### src/rtl/vga_timing_pkg.sv
// Shared 640x480 @ 60 Hz VGA timing constants and coordinate type.
// Object renderers import this package for their screen-size bounds.
package vga_timing_pkg;

    // Every raster coordinate is 10 bits wide, so totals must not exceed 1024.
    localparam int COORD_W = 10;
    typedef logic [COORD_W-1:0] coord_t;

    // Horizontal timing, in pixels.
    localparam int DEF_H_DISPLAY = 640;
    localparam int DEF_H_FP      = 16;
    localparam int DEF_H_SYNC    = 96;
    localparam int DEF_H_BP      = 48;

    // Vertical timing, in lines.
    localparam int DEF_V_DISPLAY = 480;
    localparam int DEF_V_FP      = 10;
    localparam int DEF_V_SYNC    = 2;
    localparam int DEF_V_BP      = 33;

    // System clocks per pixel: 50 MHz system clock down to a 25 MHz pixel rate.
    localparam int DEF_TICK_DIV  = 2;

    // Derived totals: 800 pixels per line, 525 lines per frame.
    localparam int DEF_H_TOTAL = DEF_H_DISPLAY + DEF_H_FP + DEF_H_SYNC + DEF_H_BP;
    localparam int DEF_V_TOTAL = DEF_V_DISPLAY + DEF_V_FP + DEF_V_SYNC + DEF_V_BP;

    // Inclusive sync windows: hsync over 656..751, vsync over 490..491.
    localparam int DEF_H_SYNC_START = DEF_H_DISPLAY + DEF_H_FP;
    localparam int DEF_H_SYNC_END   = DEF_H_SYNC_START + DEF_H_SYNC - 1;
    localparam int DEF_V_SYNC_START = DEF_V_DISPLAY + DEF_V_FP;
    localparam int DEF_V_SYNC_END   = DEF_V_SYNC_START + DEF_V_SYNC - 1;

    // Inclusive range test used for the sync window decodes.
    function automatic logic inRange(input coord_t value, input coord_t lo, input coord_t hi);
        return (value >= lo) && (value <= hi);
    endfunction

endpackage

### src/rtl/pixel_tick_gen.sv
// Pixel-rate strobe: divides the system clock by TICK_DIV and produces a
// one-clk pulse in the cycle where the divider sits at its last count.
module pixel_tick_gen #(
    parameter int TICK_DIV = 2
) (
    input  logic clk,
    input  logic reset,
    output logic pixel_tick
);

    // A divider of at least 2 always needs at least one bit.
    localparam int CNT_W = (TICK_DIV > 2) ? $clog2(TICK_DIV) : 1;
    localparam logic [CNT_W-1:0] DIV_LAST = CNT_W'(TICK_DIV - 1);

    logic [CNT_W-1:0] divCount_q;
    logic [CNT_W-1:0] divCount_d;
    logic             tick_q;
    logic             tick_d;

    // Next divider value and whether that value is the pixel-tick count.
    always_comb begin
        divCount_d = divCount_q + 1'b1;
        if (divCount_q == DIV_LAST) begin
            divCount_d = '0;
        end
        tick_d = (divCount_d == DIV_LAST);
    end

    // The strobe is registered alongside the divider so it is high exactly
    // while the divider holds its last count.
    always_ff @(posedge clk or posedge reset) begin
        if (reset) begin
            divCount_q <= '0;
            tick_q     <= 1'b0;
        end else begin
            divCount_q <= divCount_d;
            tick_q     <= tick_d;
        end
    end

    assign pixel_tick = tick_q;

endmodule

### src/rtl/vga_sync_gen.sv
// VGA raster timing generator. Produces the pixel coordinates, active-low
// sync pins, the visible-area qualifier and a frame-start strobe, all
// registered and aligned to the same clock edge.
module vga_sync_gen
    import vga_timing_pkg::*;
#(
    parameter int H_DISPLAY = DEF_H_DISPLAY,
    parameter int H_FP      = DEF_H_FP,
    parameter int H_SYNC    = DEF_H_SYNC,
    parameter int H_BP      = DEF_H_BP,
    parameter int V_DISPLAY = DEF_V_DISPLAY,
    parameter int V_FP      = DEF_V_FP,
    parameter int V_SYNC    = DEF_V_SYNC,
    parameter int V_BP      = DEF_V_BP,
    parameter int TICK_DIV  = DEF_TICK_DIV
) (
    input  logic       clk,
    input  logic       reset,
    output logic [9:0] HCount,
    output logic [9:0] VCount,
    output logic       hsync,
    output logic       vsync,
    output logic       video_on,
    output logic       pixel_tick,
    output logic       frame_start
);

    // Totals and decode boundaries for this instance's geometry.
    localparam int H_TOTAL = H_DISPLAY + H_FP + H_SYNC + H_BP;
    localparam int V_TOTAL = V_DISPLAY + V_FP + V_SYNC + V_BP;

    localparam coord_t H_LAST    = coord_t'(H_TOTAL - 1);
    localparam coord_t V_LAST    = coord_t'(V_TOTAL - 1);
    localparam coord_t H_VISIBLE = coord_t'(H_DISPLAY);
    localparam coord_t V_VISIBLE = coord_t'(V_DISPLAY);
    localparam coord_t H_SYNC_LO = coord_t'(H_DISPLAY + H_FP);
    localparam coord_t H_SYNC_HI = coord_t'(H_DISPLAY + H_FP + H_SYNC - 1);
    localparam coord_t V_SYNC_LO = coord_t'(V_DISPLAY + V_FP);
    localparam coord_t V_SYNC_HI = coord_t'(V_DISPLAY + V_FP + V_SYNC - 1);

    logic   pixelTick;

    coord_t hCount_q;
    coord_t hCount_d;
    coord_t vCount_q;
    coord_t vCount_d;
    logic   hLast;
    logic   vLast;

    logic   hsync_q;
    logic   hsync_d;
    logic   vsync_q;
    logic   vsync_d;
    logic   videoOn_q;
    logic   videoOn_d;
    logic   frameStart_q;
    logic   frameStart_d;

    pixel_tick_gen #(
        .TICK_DIV (TICK_DIV)
    ) u_pixel_tick_gen (
        .clk        (clk),
        .reset      (reset),
        .pixel_tick (pixelTick)
    );

    // Raster counter advance: move one pixel per tick, wrapping the line at
    // the horizontal total and the frame at the vertical total.
    always_comb begin
        hLast    = (hCount_q == H_LAST);
        vLast    = (vCount_q == V_LAST);
        hCount_d = hCount_q;
        vCount_d = vCount_q;
        if (pixelTick) begin
            if (hLast) begin
                hCount_d = '0;
                if (vLast) begin
                    vCount_d = '0;
                end else begin
                    vCount_d = vCount_q + 1'b1;
                end
            end else begin
                hCount_d = hCount_q + 1'b1;
            end
        end
    end

    // Sync and blanking decode from the next coordinates, so the registered
    // qualifiers always describe the coordinates presented alongside them.
    always_comb begin
        hsync_d      = !inRange(hCount_d, H_SYNC_LO, H_SYNC_HI);
        vsync_d      = !inRange(vCount_d, V_SYNC_LO, V_SYNC_HI);
        videoOn_d    = (hCount_d < H_VISIBLE) && (vCount_d < V_VISIBLE);
        frameStart_d = pixelTick && hLast && vLast;
    end

    // Output registers; the reset state is the (0,0) pixel with syncs idle.
    always_ff @(posedge clk or posedge reset) begin
        if (reset) begin
            hCount_q     <= '0;
            vCount_q     <= '0;
            hsync_q      <= 1'b1;
            vsync_q      <= 1'b1;
            videoOn_q    <= 1'b1;
            frameStart_q <= 1'b0;
        end else begin
            hCount_q     <= hCount_d;
            vCount_q     <= vCount_d;
            hsync_q      <= hsync_d;
            vsync_q      <= vsync_d;
            videoOn_q    <= videoOn_d;
            frameStart_q <= frameStart_d;
        end
    end

    assign HCount      = hCount_q;
    assign VCount      = vCount_q;
    assign hsync       = hsync_q;
    assign vsync       = vsync_q;
    assign video_on    = videoOn_q;
    assign pixel_tick  = pixelTick;
    assign frame_start = frameStart_q;

endmodule
### config.mk
export PLATFORM = sky130hd
export DESIGN_NAME = vga_sync_gen
export DESIGN_NICKNAME = d
export VERILOG_FILES = /design/src/rtl/vga_timing_pkg.sv /design/src/rtl/pixel_tick_gen.sv /design/src/rtl/vga_sync_gen.sv
export SDC_FILE = /design/constraint.sdc
export NUM_CORES = 1
export LEC_CHECK = 0
export CAP_MARGIN = 10
export CORE_ASPECT_RATIO = 1.5
export CORE_MARGIN = 1.5
export CORE_UTILIZATION = 50
export DETAILED_ROUTE_END_ITERATION = 10
export PLACE_DENSITY_LB_ADDON = 0.2
export REMOVE_ABC_BUFFERS = 1
export SLEW_MARGIN = 15
export SYNTH_ARGS = -nofsm -noshare
export SYNTH_HDL_FRONTEND = slang
export SYNTH_SLANG_ARGS = --single-unit
### constraint.sdc
create_clock -name clk -period 3 [get_ports clk]
set_clock_uncertainty 0.15 [all_clocks]
set_input_delay 0.3 -clock clk [delete_from_list [all_inputs] [get_ports clk]]
set_output_delay 0.3 -clock clk [all_outputs]
set_load 0.05 [all_outputs]
==> reports/results.ini, run 1 <==
[hold_path]
hold_class=in -> async

[synth]
ys.warnings.count=0
synthTopCellsByArea=dfrtp_1 (42%), dfstp_2 (5.9%), nand2_1 (5.1%)
synth_cell_type_count=43
synth_edf_count=0
ys.flop_type=dfrtp_1
async_reset_ff_share_pct=100.0
synth-xor-area-share_pct=7.932
synthMuxAreaShare_pct=0
avgSynthCellArea_um2=9.672
synth-compound-area-share_pct=10.01
yosys.area.top_type=dfrtp_1
yosysSeqAreaShare_pct=47.50
synthAdderAreaFrac_pct=2.833
ys_ff_latch=25
syn_inst=137
synthesis.area_um2=1325
synth_top_family_by_area=simple AND/OR/NAND/NOR gates
post-synth-top-count-cell=dfrtp_1
synth_simple_gate_area_share_pct=27.01
synth_commonest_cells=dfrtp_1 (22), nand2_1 (18), inv_1 (10), nor2_1 (10), nand4_1 (9)
synth_top_area_share_pct=41.55

[route]
drc=0
wire_per_inst_um=15.77
postRouteAntennaNets=0
vias=1111
avgViaCountPerCell=5.878
drt_iter0_markers=20
first_pass_iters=5
drt_wl_total_mm=2.981

[place]
placed_cell_area_um2=1605
port-buffer-count=26
gp_congestion=0.8571
dp.final_hpwl_mm=2.232
placed_cells=185

[clocking]
clock_latency_ps=310
numCtsBuffers=3
post_cts_resized=0
htree_levels=1
post-cts-setup-buffers=0
root_buffer=clkbuf_4
postCtsHoldBufs=0
clockBufferDepth=2
cts.sinks=25
cts_tree=yes
clkTransAtPathRegs_ps=130

[worst_setup_path]
cp-start-kind=flop
path_max_fanout=9
required_ps=3090
critPathCaptureType=flop
crit_type=reg -> reg
reg2reg_depth=6
critPathArrivalTime_ps=2500

[cells_and_area]
design_area_um2=1632
n_antenna_cell=0
fin_util_pct=65.86
fillers=210
finalNonFillerCells=189
areaGrowthSynthToFinish_pct=23.13
drive_gt1_share_pct=9.091
finalNetCount=171

[global_route]
grt_overflow_total=0
grt_pass1_vias=1173
antenna_found_initial=0
grt_pass1_wl_mm=5.202
grt_usage_pct=24.05
grt_max_degree=26

[die]
die-area_um2=2974
die_h_um=66.05
pin_count=27
core_um2=2477
start_util_pct=53.48
rows=22
dieWidth_um=45.03

[timing]
tns_ps=0
final_hold_viol_count=0
finalSetupViolCount=0
rsz0062_at_grt=false
slew_violations=0
final.period_utilization_pct=80.36
fmax_ghz=0.4148
worstMarginPinSlew_ps=922.9
period_minus_slack_ps=2411
relSlewSlack_pct=38.41

[pwr]
leakagePower_nw=0.6751
vdd_drop_max_v=0.0002946
power.density_nw_per_um2=301.0

[run]
cap_violations=0

[outcome]
status=finished, final reports clean

layout by cell type (no fill, tap or decap), types with 2 or more instances in the layout:
master	count
dfstp_2	3
a21oi_1	2
nor3_1	3
o211ai_1	2
clkbuf_4	3
xnor2_1	7
dfrtp_1	22
nand3_1	6
inv_1	10
clkdlybuf4s50_1	26
buf_4	2
ha_1	3
nor3b_1	2
nand4_1	9
nor4_1	3
nand2_1	18
o21ai_0	4
nor2_1	10
xor2_1	5
area by class of cell:
class / count / area (um^2) / area share [%]
multi-input combinational: 98 / 633.1 / 38.80
sequential: 25 / 629.4 / 38.57
timing repair buffer: 28 / 275.3 / 16.87
inverter: 10 / 37.54 / 2.301
tap: 24 / 30.03 / 1.840
clock buffer: 4 / 26.28 / 1.610
path summary, 6_finish.rpt:
kind | endpoint | slack [ps] | start
hold reg to reg | VCount[8] | 440 | VCount[8]
min in group clk | VCount[8] | 440 | VCount[8]
setup / recovery | vsync | 590 | HCount[0]
max in group asynchronous | VCount[9] | 1810 | reset
hold / removal | HCount[3] | 330 | reset
setup reg to reg | vsync | 590 | HCount[0]
cell families after synthesis:
family	count (synthesis)
compound gates	18
fa+ha+maj	3
xor+xnor	12
buf+inv	14
flops	25
simple gates	65
worst max-delay path: stages (launching register included):
cell and delay [ps]:
dfrtp_1 430, ha_1 260, nand3_2 120, or4_4 550, or3_1 410, a22oi_1 290
nand4b_1 140
where the power goes:
part	internal, W	switching, W
sequential	0.000337	0
combinational	0.00000121	0.00000630
clock	0.0000519	0.0000945
total	0.000390	0.000101
state kept, by name (all words and copies together), names as in the netlist:
signal,count
hsync,1
video_on,1
u_pixel_tick_gen.pixel_tick,1
vsync,1
frame_start,1
HCount,10
VCount,10
per-stage QoR:
| stage | worst slack, ps | hold WS [ps] | power, W |
|---|---|---|---|
| 2_1_floorplan | 30.74 | 175.1 | 0.0003484 |
| 3_3_place_gp | 705.3 | 372.7 | 0.0003512 |
| 3_5_place_dp | 612.9 | 404.0 | 0.0003515 |
| 4_1_cts | 593.7 | 352.7 | 0.0005021 |
| 5_1_grt | 488.1 | 432.7 | 0.0005119 |
| 6_report | 589.3 | 333.7 | 0.0004911 |
metal layers:
metal	track usage, %	vias up	share of wire [%]
li1	-	541	-
met1	26.50	545	40
met2	43.75	21	56
met3	3.279	4	2.7
met4	10.29	0	1.3
met5	0	-	0
No activity file was read; power rests on OpenSTA's default activity.
==> run 2: changes to the inputs <==
- clock period: 3 -> 2.3 ns (I/O delays scaled with it)
==> run 2 against run 1 <==
Effect of this change: register-to-register slack lost 530 ps; utilization up 3.9 points; global-route usage about the same; highest routed layer unchanged; worst setup slack got worse by 530 ps; non-clock buffer count up 11.
==> reports/results.ini, run 2 (same netlist as run 1, synthesis figures left out) <==
[route]
drc=0
postRouteAntennaNets=0
first_pass_iters=4
drt_wl_total_mm=3.158
drt_iter0_markers=16
avgViaCountPerCell=5.765
wire_per_inst_um=15.79
vias=1153

[worst_setup_path]
worstReg2RegStart=HCount[1]
reg2reg_setup_slack_ps=50
reg2reg_depth=6
path_max_fanout=6
crit_type=reg -> reg
critPathCaptureType=flop
r2r_end=VCount[9]
required_ps=2410
critPathArrivalTime_ps=2350
cp-start-kind=flop

[cells_and_area]
finalNetCount=182
layout_commonest_cell=clkdlybuf4s50_1
fillers=191
n_antenna_cell=0
drive_gt1_share_pct=16.48
mostFrequentLayoutCells=clkdlybuf4s50_1 (26), dfrtp_1 (22), nand2_1 (18)
areaGrowthSynthToFinish_pct=30.41
finalNonFillerCells=200

[clocking]
htree_levels=1
cts.sinks=25
postCtsHoldBufs=0
clkTransAtPathRegs_ps=130
numCtsBuffers=3
root_buffer=clkbuf_4
clockBufferDepth=2
cts_tree=yes
clock_latency_ps=310

[global_route]
antenna_found_initial=0
grt_pass1_vias=1202
grt_usage_pct=24.08
grt_pass1_wl_mm=5.299
grt_overflow_total=0
grt_max_degree=26

[place]
dp.final_hpwl_mm=2.395
place_ws_ps=36.11
placed_cells=195
port-buffer-count=26
gp_congestion=0.8482

[timing]
final_hold_viol_count=0
final.period_utilization_pct=97.63
period_minus_slack_ps=2245
relSlewSlack_pct=66.38
hold_ws_ps=106.0
worstMarginPinSlew_ps=502.8
tns_ps=0
fmax_ghz=0.4453
slew_violations=0
final.setup.worst_slack_ps=54.56
finalSetupViolCount=0

[die]
rows=22
start_util_pct=53.48
dieWidth_um=45.03
core_um2=2477
die-area_um2=2974
pin_count=27
die_h_um=66.05

[pwr]
vdd_drop_max_v=0.0003114
power.density_nw_per_um2=371.8
finalPower_w=0.0006424
leakagePower_nw=0.7311

[outcome]
status=finished, final reports clean

[run]
cap_violations=0

[hold_path]
hold_class=in -> async

run 2: how the worst max path moves through the flow:
stage	startpoint	end	slack, ps	depth (start not counted)
after global routing	HCount[1]	video_on	-9	6
after global placement	HCount[1]	VCount[9]	120	6
after floorplan	HCount[0]	vsync	-670	6
after CTS	HCount[1]	video_on	20	6
final	HCount[1]	VCount[9]	50	6
after detailed placement	HCount[1]	video_on	40	6
run 2: worst max-delay path: stages, from the launching register on:
cell and delay [ps]:
dfrtp_1 420, ha_2 200, nand3_2 80, or4_4 580, nor4_1 400, or2_1 200, and2_4 150
run 2: cell type report:
class	count	area, um^2	share of cell area [%]
multi-input cells	98	646.9	37.44
well taps	24	30.03	1.738
flip-flops and latches	25	629.4	36.42
clock buffers	4	26.28	1.521
repair buffers	39	357.8	20.71
inverters	10	37.54	2.172
run 2: metal layers:
layer	track usage (%)	share of wire (%)
met3	2.732	2.2
met5	0	0
met2	42.86	58
met4	12.50	1.5
met1	26.76	39
run 2: repair_timing:
| item | 4_1_cts | 5_1_grt |
|---|---|---|
| setup endpoints to repair | 0 | 3 |
| hold endpoints to repair | 0 | 0 |
| setup buffers | 0 | 1 |
| resized for setup | 0 | 4 |
run 2: metrics by stage:
stage	area, um^2	utilization, %
6_report	1728	69.75
5_1_grt	1728	69.75
4_1_cts	1707	68.89
3_5_place_dp	1680	67.83
3_3_place_gp	1680	67.83
2_1_floorplan	1300	-
run 2: power breakdown:
part	internal, W	switching (W)
clock	0.0000676	0.000124
sequential	0.000440	0
combinational	0.00000272	0.00000865
total	0.000510	0.000132
==> run 3: changes to the inputs <==
- CELL_PAD_IN_SITES_DETAIL_PLACEMENT: default -> 2
- CELL_PAD_IN_SITES_GLOBAL_PLACEMENT: default -> 2
- CORE_UTILIZATION: 50 -> 31
==> run 3 against run 2 <==
Effect of this change: global-route usage decreased by 5.9 points; fmax increased by 0.97%; critical path type unchanged; count of clock-buffer cells in the layout unchanged.
==> reports/results.ini, run 3 (same netlist as run 1, synthesis figures left out) <==
[outcome]
status=finished, final reports clean

[clocking]
clkTransAtPathRegs_ps=90
root_buffer=clkbuf_8
cts_tree=yes
numCtsBuffers=3
cts.sinks=25
clock_latency_ps=270
htree_levels=1
postCtsHoldBufs=0
clockBufferDepth=2

[worst_setup_path]
crit_chain=ha_2 > nand3_2 > or4_4 > o31a_1 > or2_1 > a211oi_2
reg2reg_depth=6
cpPeakStageDelay_ps=520
worstReg2RegStart=HCount[1]
startpoint=HCount[1]
r2r_end=video_on
reg2reg_setup_slack_ps=80
path_max_fanout=4
critPathCaptureType=flop
critPathArrivalTime_ps=2260
required_ps=2340
crit_family=simple AND/OR/NAND/NOR gates
path_depth=6
critPathSlowestCell=or4_4
cp-start-kind=flop
crit_type=reg -> reg
cp.buffers_inverters=0
crit_end=video_on

[route]
drc=0
avgViaCountPerCell=5.397
vias=1209
wire_per_inst_um=17.59
drt_iter0_markers=19
drt_wl_total_mm=3.941
postRouteAntennaNets=0
first_pass_iters=2

[place]
placed_cells=220
gp_congestion=0.8142
port-buffer-count=26
dp.final_hpwl_mm=3.112
placed_cell_area_um2=1743

[global_route]
grt_usage_pct=18.20
antenna_found_initial=0
grt_pass1_wl_mm=6.720
grt_overflow_total=0
grt_max_degree=26
grt_pass1_vias=1376

[timing]
final_hold_viol_count=0
worstMarginPinSlew_ps=515.4
final.period_utilization_pct=96.69
relSlewSlack_pct=65.53
rsz0062_at_grt=false
hold_ws_ps=165.2
slew_violations=0
period_minus_slack_ps=2224
finalSetupViolCount=0
fmax_ghz=0.4497

[die]
die-area_um2=4683
rows=28
dieWidth_um=56.38
core_um2=4029
start_util_pct=32.89
pin_count=27
die_h_um=83.07

[cells_and_area]
finalNonFillerCells=224
mostFrequentLayoutCells=clkdlybuf4s50_1 (26), dfrtp_1 (22), nand2_1 (18)
n_antenna_cell=0
layout_commonest_cell=clkdlybuf4s50_1
finalNetCount=185
drive_gt1_share_pct=18.44
design_area_um2=1810
areaGrowthSynthToFinish_pct=36.64

[pwr]
power.density_nw_per_um2=395.3
finalPower_w=0.0007157
vdd_drop_max_v=0.0002252
leakagePower_nw=0.7531

[hold_path]
hold_class=in -> async

[run]
cap_violations=0

run 3: cell type report:
type | count | area (um^2)
clock buffers | 4 | 45.04
flip-flops and latches | 25 | 629.4
repair buffers | 42 | 380.4
well taps | 45 | 56.30
multi-input cells | 98 | 661.9
fillers | 425 | 2218
inverters | 10 | 37.54
run 3: where the power goes:
part           total (W)  switching (W)  internal (W)
sequential      0.000439              0      0.000439
clock           0.000264       0.000140      0.000124
combinational  0.0000118     0.00000909    0.00000272
total           0.000716       0.000150      0.000566
run 3: how the worst min path moves through the flow:
stage	start	end
after floorplan	reset	HCount[0]
after global placement	VCount[8]	VCount[8]
after detailed placement	VCount[8]	VCount[8]
after CTS	reset	HCount[3]
after global routing	reset	HCount[2]
final	reset	HCount[2]
run 3: layer usage:
| layer | routed length (um) | track usage [%] | up-vias | share of wire [%] |
|---|---|---|---|---|
| li1 | - | - | 565 | - |
| met1 | 1596 | 20.41 | 615 | 40 |
| met2 | 2189 | 34.65 | 21 | 56 |
| met3 | 77 | 1.869 | 8 | 2.0 |
| met4 | 78 | 6.061 | 0 | 2.0 |
| met5 | 0 | 0 | - | 0 |
run 3: per-stage QoR:
stage / util, % / setup WS, ps / setup TNS [ps]
global placement: 43.26 / 140.7 / 0
floorplan: - / -669.3 / -6222
detailed placement: 43.26 / 32.87 / 0
CTS: 44.38 / 7.284 / 0
finish: 44.94 / 76.17 / 0
global route: 44.94 / 5.148 / 0
run 3: worst register-to-register path, delay by kind of cell (launching register included):
kind,cells,cell delay [ps]
adder cells (fa/ha/maj),1,190
flip-flops,1,370
AND/OR/NAND/NOR,3,870
AO/OA/AOI/OAI,2,560
run 3: what timing repair did:
action	in CTS	in global routing
setup endpoints to repair	0	3
buffers inserted	0	0
resized for setup	0	4
